<file path="src/rtl/mmio_io_pkg.sv">
// mmio_io_pkg: register offsets and hex-to-segment table for the I/O window
package mmio_io_pkg;
  localparam logic [4:0] OFF_LED       = 5'h00;
  localparam logic [4:0] OFF_SEG_DATA  = 5'h04;
  localparam logic [4:0] OFF_SEG_EN    = 5'h08;
  localparam logic [4:0] OFF_BTN_STATE = 5'h0C;
  localparam logic [4:0] OFF_BTN_EDGE  = 5'h10;
  localparam logic [6:0] SEG_LUT [16] = '{
    7'h40, 7'h79, 7'h24, 7'h30, 7'h19, 7'h12, 7'h02, 7'h78,
    7'h00, 7'h10, 7'h08, 7'h03, 7'h46, 7'h21, 7'h06, 7'h0E
  };
endpackage

</file>
<file path="src/rtl/mmio_io_btn_debounce.sv">
// btn_debounce: synchronises one raw button and accepts a new level after it holds DEBOUNCE_CYC cycles
module btn_debounce #(
  parameter int DEBOUNCE_CYC = 1000000
) (
  input  logic clk,
  input  logic rst,
  input  logic btn_i,
  output logic stable_o
);
  localparam int CW = $clog2(DEBOUNCE_CYC);
  logic s0_q, s1_q, stable_q, stable_d;
  logic [CW-1:0] cnt_q, cnt_d;
  // count consecutive mismatch cycles; accept the new level on the final one
  always_comb begin
    cnt_d    = (s1_q == stable_q) ? '0 : (cnt_q == CW'(DEBOUNCE_CYC - 1)) ? '0 : cnt_q + 1'b1;
    stable_d = (s1_q != stable_q && cnt_q == CW'(DEBOUNCE_CYC - 1)) ? s1_q : stable_q;
  end
  // synchroniser and debounce state
  always_ff @(posedge clk or posedge rst) begin
    if (rst) begin
      s0_q     <= 1'b0;
      s1_q     <= 1'b0;
      stable_q <= 1'b0;
      cnt_q    <= '0;
    end else begin
      s0_q     <= btn_i;
      s1_q     <= s0_q;
      stable_q <= stable_d;
      cnt_q    <= cnt_d;
    end
  end
  assign stable_o = stable_q;
endmodule

</file>
<file path="src/rtl/mmio_io.sv">
// mmio_io: memory-mapped LEDs, scanned 7-segment display and debounced buttons with sticky press flags
module mmio_io
  import mmio_io_pkg::*;
#(
  parameter int                DATA_W       = 32,
  parameter int                ADDR_W       = 32,
  parameter logic [ADDR_W-1:0] BASE_ADDR    = ADDR_W'(32'hFFFF_0000),
  parameter int                N_DIGITS     = 4,
  parameter int                N_BUTTONS    = 4,
  parameter int                N_LEDS       = 4,
  parameter int                SCAN_DIV     = 50000,
  parameter int                DEBOUNCE_CYC = 1000000
) (
  input  logic                 clk,
  input  logic                 rst,
  input  logic                 memread_i,
  input  logic                 memwrite_i,
  input  logic [ADDR_W-1:0]    memaddr_i,
  input  logic [DATA_W-1:0]    memwdata_i,
  input  logic [N_BUTTONS-1:0] buttons_i,
  output logic [DATA_W-1:0]    memrdata_o,
  output logic                 io_hit_o,
  output logic [N_LEDS-1:0]    led_o,
  output logic [6:0]           seg7_seg_o,
  output logic [N_DIGITS-1:0]  seg7_an_o
);
  localparam int SW = $clog2(SCAN_DIV);
  localparam int IW = (N_DIGITS > 1) ? $clog2(N_DIGITS) : 1;
  logic [ADDR_W-1:0]     off;
  logic [4:0]            word;
  logic                  wr, rd, unused_bits;
  logic [N_BUTTONS-1:0]  btn_st;
  logic [N_LEDS-1:0]     led_q, led_d;
  logic [4*N_DIGITS-1:0] segd_q, segd_d;
  logic [N_DIGITS-1:0]   segen_q, segen_d, an_q, an_d;
  logic [N_BUTTONS-1:0]  edge_q, edge_d, prev_q;
  logic [DATA_W-1:0]     rdata_q, rdata_d;
  logic [SW-1:0]         cnt_q, cnt_d;
  logic [IW-1:0]         idx_q, idx_d;
  logic [6:0]            seg_q, seg_d;
  assign off         = memaddr_i - BASE_ADDR;
  assign io_hit_o    = off < ADDR_W'(32);
  assign word        = {off[4:2], 2'b00};
  assign wr          = memwrite_i && io_hit_o;
  assign rd          = memread_i && io_hit_o;
  assign unused_bits = ^{off, memwdata_i};
  genvar i;
  generate
    for (i = 0; i < N_BUTTONS; i++) begin : g_btn
      btn_debounce #(.DEBOUNCE_CYC(DEBOUNCE_CYC)) u_db (
        .clk      (clk),
        .rst      (rst),
        .btn_i    (buttons_i[i]),
        .stable_o (btn_st[i])
      );
    end
  endgenerate
  // register writes, read mux, edge flags and scan sequencing
  always_comb begin
    led_d   = (wr && word == OFF_LED) ? memwdata_i[N_LEDS-1:0] : led_q;
    segd_d  = (wr && word == OFF_SEG_DATA) ? memwdata_i[4*N_DIGITS-1:0] : segd_q;
    segen_d = (wr && word == OFF_SEG_EN) ? memwdata_i[N_DIGITS-1:0] : segen_q;
    edge_d  = (edge_q & ~((wr && word == OFF_BTN_EDGE) ? memwdata_i[N_BUTTONS-1:0] : '0))
            | (btn_st & ~prev_q);
    rdata_d = !rd                      ? '0 :
              (word == OFF_LED)        ? DATA_W'(led_q) :
              (word == OFF_SEG_DATA)   ? DATA_W'(segd_q) :
              (word == OFF_SEG_EN)     ? DATA_W'(segen_q) :
              (word == OFF_BTN_STATE)  ? DATA_W'(btn_st) :
              (word == OFF_BTN_EDGE)   ? DATA_W'(edge_q) : '0;
    cnt_d   = (cnt_q == SW'(SCAN_DIV - 1)) ? '0 : cnt_q + 1'b1;
    idx_d   = (cnt_q != SW'(SCAN_DIV - 1)) ? idx_q : (idx_q == IW'(N_DIGITS - 1)) ? '0 : idx_q + 1'b1;
    an_d    = segen_q[idx_q] ? ~(N_DIGITS'(1) << idx_q) : '1;
    seg_d   = segen_q[idx_q] ? SEG_LUT[segd_q[{idx_q, 2'b00} +: 4]] : 7'h7F;
  end
  // all state, cleared asynchronously
  always_ff @(posedge clk or posedge rst) begin
    if (rst) begin
      led_q   <= '0;
      segd_q  <= '0;
      segen_q <= '0;
      edge_q  <= '0;
      prev_q  <= '0;
      rdata_q <= '0;
      cnt_q   <= '0;
      idx_q   <= '0;
      an_q    <= '1;
      seg_q   <= 7'h7F;
    end else begin
      led_q   <= led_d;
      segd_q  <= segd_d;
      segen_q <= segen_d;
      edge_q  <= edge_d;
      prev_q  <= btn_st;
      rdata_q <= rdata_d;
      cnt_q   <= cnt_d;
      idx_q   <= idx_d;
      an_q    <= an_d;
      seg_q   <= seg_d;
    end
  end
  assign led_o      = led_q;
  assign memrdata_o = rdata_q;
  assign seg7_an_o  = an_q;
  assign seg7_seg_o = seg_q;
endmodule

</file>
<file path="config.mk">
export PLATFORM = sky130hd
export DESIGN_NAME = mmio_io
export DESIGN_NICKNAME = d
export VERILOG_FILES = /design/src/rtl/mmio_io_pkg.sv /design/src/rtl/mmio_io_btn_debounce.sv /design/src/rtl/mmio_io.sv
export SDC_FILE = /design/constraint.sdc
export NUM_CORES = 1
export LEC_CHECK = 0
export BUFFER_PORTS_ARGS = -buffer_cell sky130_fd_sc_hd__clkbuf_2
export CAP_MARGIN = 20
export CORE_ASPECT_RATIO = 0.9
export CORE_MARGIN = 5
export CORE_UTILIZATION = 50
export CTS_CLUSTER_DIAMETER = 40
export CTS_CLUSTER_SIZE = 12
export DETAILED_ROUTE_END_ITERATION = 8
export PLACE_DENSITY = 0.74
export SLEW_MARGIN = 25
export SYNTH_ARGS = -nofsm -noshare
export SYNTH_HDL_FRONTEND = slang
export SYNTH_SLANG_ARGS = --single-unit
</file>
<file path="constraint.sdc">
create_clock -name clk -period 5.14 [get_ports clk]
set_input_delay 0.257 -clock clk [delete_from_list [all_inputs] [get_ports clk]]
set_output_delay 0.257 -clock clk [all_outputs]
set_load 0.005 [all_outputs]
</file>
; ---- Word level (Yosys, flattened, before mapping)
; Memory sizes are Yosys's and may differ from the RTL's.
; Index checks and enable logic that the tools add are counted.
[totals]
register_bits = 169
output_inout_bits = 48
n_memories = 1
elab_cells = 99
in_bits = 72
mem_bits_ro = 112
[op_classes]
n_reduce_logical = 11
n_mux = 23
n_lt_le_gt_ge = 3
n_bitwise = 7
n_eq_ne = 19
n_shift = 2
addsub = 7
[mem_list]
columns = name, words, word_bits, read_ports, rd_ports_with_merged_regs, wr, line
row1 = (no name shown), 16, 7, 1, 0, 0, mmio_io.sv:74  ; seg_d = segen_q[idx_q] ? SEG_LUT[segd_q[{idx_q, 2'b00} +: 4]] : 7'h7F;
[ops]
columns = operator, count
row1 = $mux W20, 8
row2 = $add A20 B1 Y20 const B, 4
row3 = $eq A20 B20 Y1 const B, 4
row4 = $mux W16, 4
row5 = $lt A32 B6 Y1 const B, 1
row6 = $sub A32 B32 Y32 const B, 1
row7 = $mux W7, 3
row8 = $mux W4, 5
row9 = $add A16 B1 Y16 const B, 1
row10 = $eq A16 B16 Y1 const B, 1
row11 = $ne A16 B16 Y1 const B, 1
row12 = $shiftx A16 B5 Y4, 1
row13 = $not A4 Y4, 3
row14 = $logic_and A1 B1 Y1, 10
row15 = $and A4 B4 Y4, 2
row16 = $eq A3 B2 Y1 const B, 2
row17 = $ge A5 B5 Y1 const B, 1
row18 = $logic_not A5 Y1, 1
row19 = $not A4 Y5, 1
row20 = $eq A1 B1 Y1, 4
row21 = $ne A1 B1 Y1, 4
row22 = $or A4 B4 Y4, 1
row23 = $shl A1 B2 Y4 const A, 1
row24 = $eq A3 B1 Y1 const B, 1
row25 = 7 further kinds, 7

; ---- Logic depth before layout (Yosys ltp)
[logic_depth]
depth_word = 8
mapped_depth = 8
ltp_nobuf = 7

; ---- Modules after synthesis
; A second synthesis with hierarchy kept.
[unflattened]
cells_unflattened = 752
hier_area_um2 = 8232.9
[modules_own_cells]
columns = mod, cells_each, seq_area_each_um2, instances, area_per_inst_um2
row1 = btn_debounce, 109, 575.6, 4, 1118.6
row2 = mmio_io, 316, 1940.6, 1, 3758.6

; ---- Least setup slack after synthesis
; Ideal clock, no wire load.
[synth_path]
path_type = input-to-reg
startpoint = input port memaddr_i[26]
endpoint = register segd_q[0]
setup_slack_ns = 2.710
path_buffers = 1
arrival_time_ns = 2.305
stages = 6
required_ns = 5.015
setup_ns = 0.125
cell_sequence = or3_1 a211o_1 or3_4 a2111oi_4 buf_6 mux2_2
[synth_between]
elab_chain_len = 4
[synth_lines]
columns = item, line
row1 = from (decl), mmio_io.sv:18  ; input logic [ADDR_W-1:0] memaddr_i,
row2 = $sub A32 B32 Y32, mmio_io.sv:41  ; assign off = memaddr_i - BASE_ADDR;
row3 = $lt A32 B6 Y1, mmio_io.sv:42  ; assign io_hit_o = off < ADDR_W'(32);
row4 = $logic_and A1 B1 Y1, mmio_io.sv:44  ; assign wr = memwrite_i && io_hit_o;
row5 = $logic_and A1 B1 Y1, mmio_io.sv:61  ; segd_d = (wr && word == OFF_SEG_DATA) ? memwdata_i[4*N_DIGITS-1:0] : segd_q;
row6 = to (signal assigned), mmio_io.sv:91  ; segd_q <= segd_d;
row7 = to (decl), mmio_io.sv:34  ; logic [4*N_DIGITS-1:0] segd_q, segd_d;
; No other way between the ends.
; A chain may end at the register's enable or synchronous reset.

; ---- Final worst setup path
[layout_path]
startpoint = input port memaddr_i[17]
endpoint = register segd_q[3]
; Same word-level chain as after synthesis.

==> flow_summary_export.csv <==
group,metric,value,unit
setup_path,cp-end-kind,"flip-flop",
pwr,power.density,304,mW/mm^2
setup_path,required,5.44,ns
route,ant_nets,0,
timing,setup_ws,2.64,ns
finish,num-nets-final,923,
setup_path,slowest_stage,"a2111oi_4",
placed_design,pre_cts_ws,2.19,ns
clock_tree,clockRootBuffer,"clkbuf_16",
yosys,synthCells,740,
route,drt_iter0_drc,365,
timing,hold_violations,0,
die,die_area,0.0185,mm^2
yosys,synth_edf_count,0,
clock_tree,post_cts_buffers,0,
route,vias_per_cell,5.33,
finish,antennaDiodeCount,0,
global_route,grt_pass1_wl,26400,um
timing,setup_viol,0,
setup_path,cp.arrival,2.81,ns
setup_path,critPathLaunchType,"input pin",
timing,period_share,48.7,%
clock_tree,numCtsBuffers,17,
global_route,grt_pass1_vias,5481,
clock_tree,clk_latency,0.42,ns
global_route,grt_max_degree,88,
placed_design,gp_congestion,0.800,
pwr,leakagePower,4.21,nW
setup_path,criticalPathCategory,"input pin to flip-flop",
clock_tree,path_clk_slew,0.07,ns
clock_tree,htree_levels,4,
yosys,netlist_area,0.00796,mm^2
pwr,ir_drop,0.234,mV
clock_tree,ctsResizeCount,0,
job,drv_cap,0,
route,drt-total-wl,15700,um
yosys,synth_seq_cells,169,
timing,fmax,399,MHz
route,drc,0,
route,dr_total_vias,5600,
die,dieHeight,130,um
worst_hold_path,hold_path_end,"segd_q[13]",
setup_path,worstPathMaxFanout,10,
setup_path,reg2reg_depth,6,
timing,worst_slew_pin_slew,0.859,ns
timing,tns,0,ns
timing,slew_headroom,42.7,%
die,io_pins,120,
yosys,synth_flop_cell,"dfrtp_1",
timing,period_needed,2.50,ns
clock_tree,cts_tree,"built",
die,start_util,51.2,%
setup_path,rrSetupSlack,2.77,ns
global_route,antenna_found_initial,0,
setup_path,reg2reg_from,"g_btn[3].u_db.cnt_q[0]",
yosys,synth_area_per_cell,10.8,um^2
clock_tree,cts_sinks,169,
placed_design,place_area,0.00855,mm^2
status,status,"finished, final reports clean",
global_route,grt_overflow_total,0,
timing,rsz0062_at_grt,"false",
worst_hold_path,hp-start,"memwdata_i[13]",
yosys,post_synth_num_cell_types,52,
placed_design,place_inst,1014,
finish,area_growth,15.9,%
finish,final_cell_area,0.00923,mm^2
die,core,0.0155,mm^2
setup_path,path_cells,"clkbuf_2 > nand4_1 > nor4_1 > mux2i_1 > a2111oi_4 > buf_4 > mux2_2",
yosys,synth_warnings,0,
die,die_x,143,um
die,rows,43,
timing,maxSlewViolCount,0,
yosys,async_flop_share,100,%
placed_design,dp_hpwl,10900,um
worst_hold_path,whs_path_depth,2,
placed_design,io_buffer_count,85,
route,first_pass_iters,5,
finish,drive_gt1_share,20.6,%
worst_hold_path,hold_path_class,"input pin to flip-flop",
setup_path,r2r-end,"g_btn[3].u_db.cnt_q[13]",
finish,stdcell_count,1051,
setup_path,critPathMaxStageDelay,0.72,ns
yosys,yosysSeqAreaShare,53.3,%
clock_tree,clock_path_buffers,2,
timing,fin_worst_skew,0.00709,ns
route,wire_per_inst,14.9,um
global_route,track_usage,17.8,%
## cell families (layout without fill, tap and decap cells)
| family | count (synthesis) | after routing | synth area share [%] |
|---|---|---|---|
| muxes | 34 | 34 | 5.75 |
| and+or+nand+nor | 314 | 314 | 19.8 |
| adders and majority gates | 15 | 15 | 2.36 |
| buffers and inverters | 63 | 157 | 3.82 |
| AOI/OAI and AO/OA | 57 | 57 | 5.33 |
| DFF | 169 | 169 | 53.3 |
| xor gates and xnor gates | 87 | 87 | 9.57 |
| other | 1 | 16 | 0.0471 |
## cell type report
type	count	area, um^2
clock buffer	19	453
clock inverter	13	179
fill	1238	6320
inverter	30	118
multi-input combinational	523	3470
sequential	169	4240
tap	202	253
timing repair buffer	95	513
## registers in the layout, summed over array words and instances (netlist names), 7 cells and up
name              count
cnt_q                16
g_btn.u_db.cnt_q     80
segd_q               16
memrdata_o           16
seg7_seg_o            7
## synth_stat cells, types with 3 or more instances
library cell | count | area [um^2]
o21bai_1 | 4 | 30.0
a22oi_1 | 4 | 30.0
dfstp_2 | 11 | 289
nor4_1 | 16 | 100
nand2b_1 | 4 | 25.0
o221ai_1 | 3 | 26.3
and4_1 | 8 | 70.1
ha_1 | 15 | 188
nor3_1 | 12 | 60.1
a21oi_1 | 8 | 40.0
o211ai_1 | 4 | 30.0
mux2_2 | 23 | 259
nand3_1 | 36 | 180
clkbuf_1 | 15 | 56.3
nand4_1 | 18 | 113
o21ai_0 | 14 | 70.1
nor4b_1 | 7 | 61.3
dfrtp_1 | 158 | 3950
o22ai_1 | 7 | 43.8
or3_1 | 7 | 43.8
or2_2 | 4 | 25.0
nand2_1 | 54 | 203
and2_1 | 6 | 37.5
mux4_2 | 7 | 158
xnor2_1 | 42 | 368
xor2_1 | 45 | 394
and3_1 | 22 | 138
nor2b_1 | 7 | 43.8
nor2_1 | 104 | 390
inv_1 | 30 | 113
buf_4 | 16 | 120
mux2i_1 | 3 | 30.0
## cells in the final DEF, fill, tap and decap left out, types with 17 or more instances in the layout
master / count
and3_1: 22
clkbuf_16: 17
clkbuf_2: 85
dfrtp_1: 158
inv_1: 29
mux2_2: 23
nand2_1: 54
nand3_1: 36
nand4_1: 18
nor2_1: 104
xnor2_1: 42
xor2_1: 45
## worst max-delay path by stage
stage / startpoint / cells after the start / to
5_1_grt: memaddr_i[17] / 7 / segd_q[3]
3_3_place_gp: memaddr_i[17] / 6 / segd_q[13]
6_report: memaddr_i[17] / 7 / segd_q[3]
4_1_cts: memaddr_i[17] / 7 / segd_q[3]
3_5_place_dp: memaddr_i[17] / 7 / segd_q[3]
2_1_floorplan: rst / 1 / cnt_q[0]
## critical path: cells and delay by family
kind	cells	cell delay, ns
mux	2	0.77
compound gates	1	0.72
simple gates	2	0.67
buf+inv	2	0.40
## through the flow
stage	utilization, %	hold WS, ns	power (mW)
after floorplan	-	0.288	1.44
after CTS	59.4	0.0537	2.83
after detailed placement	55.0	0.336	1.48
after global placement	54.9	0.335	1.47
final	59.4	0.0747	2.80
after global routing	59.4	0.0543	2.91
## power breakdown
part           total [mW]  internal, mW  switching [mW]
registers            1.35          1.34         0.00942
logic               0.103        0.0344          0.0688
clock network        1.35         0.805           0.542
## per-layer routing
metal  global-route usage [%]  wire length (um)
met4                     6.26               246
met3                     4.40               962
met2                     27.5              7160
met1                     24.8              7290
met5                        0                 0
## timing repair
action,in CTS,in global routing
endpoints found under the setup margin,0,0
hold buffers,5,0
hold endpoints to repair,5,0
Power figures use the tool's default switching activity.
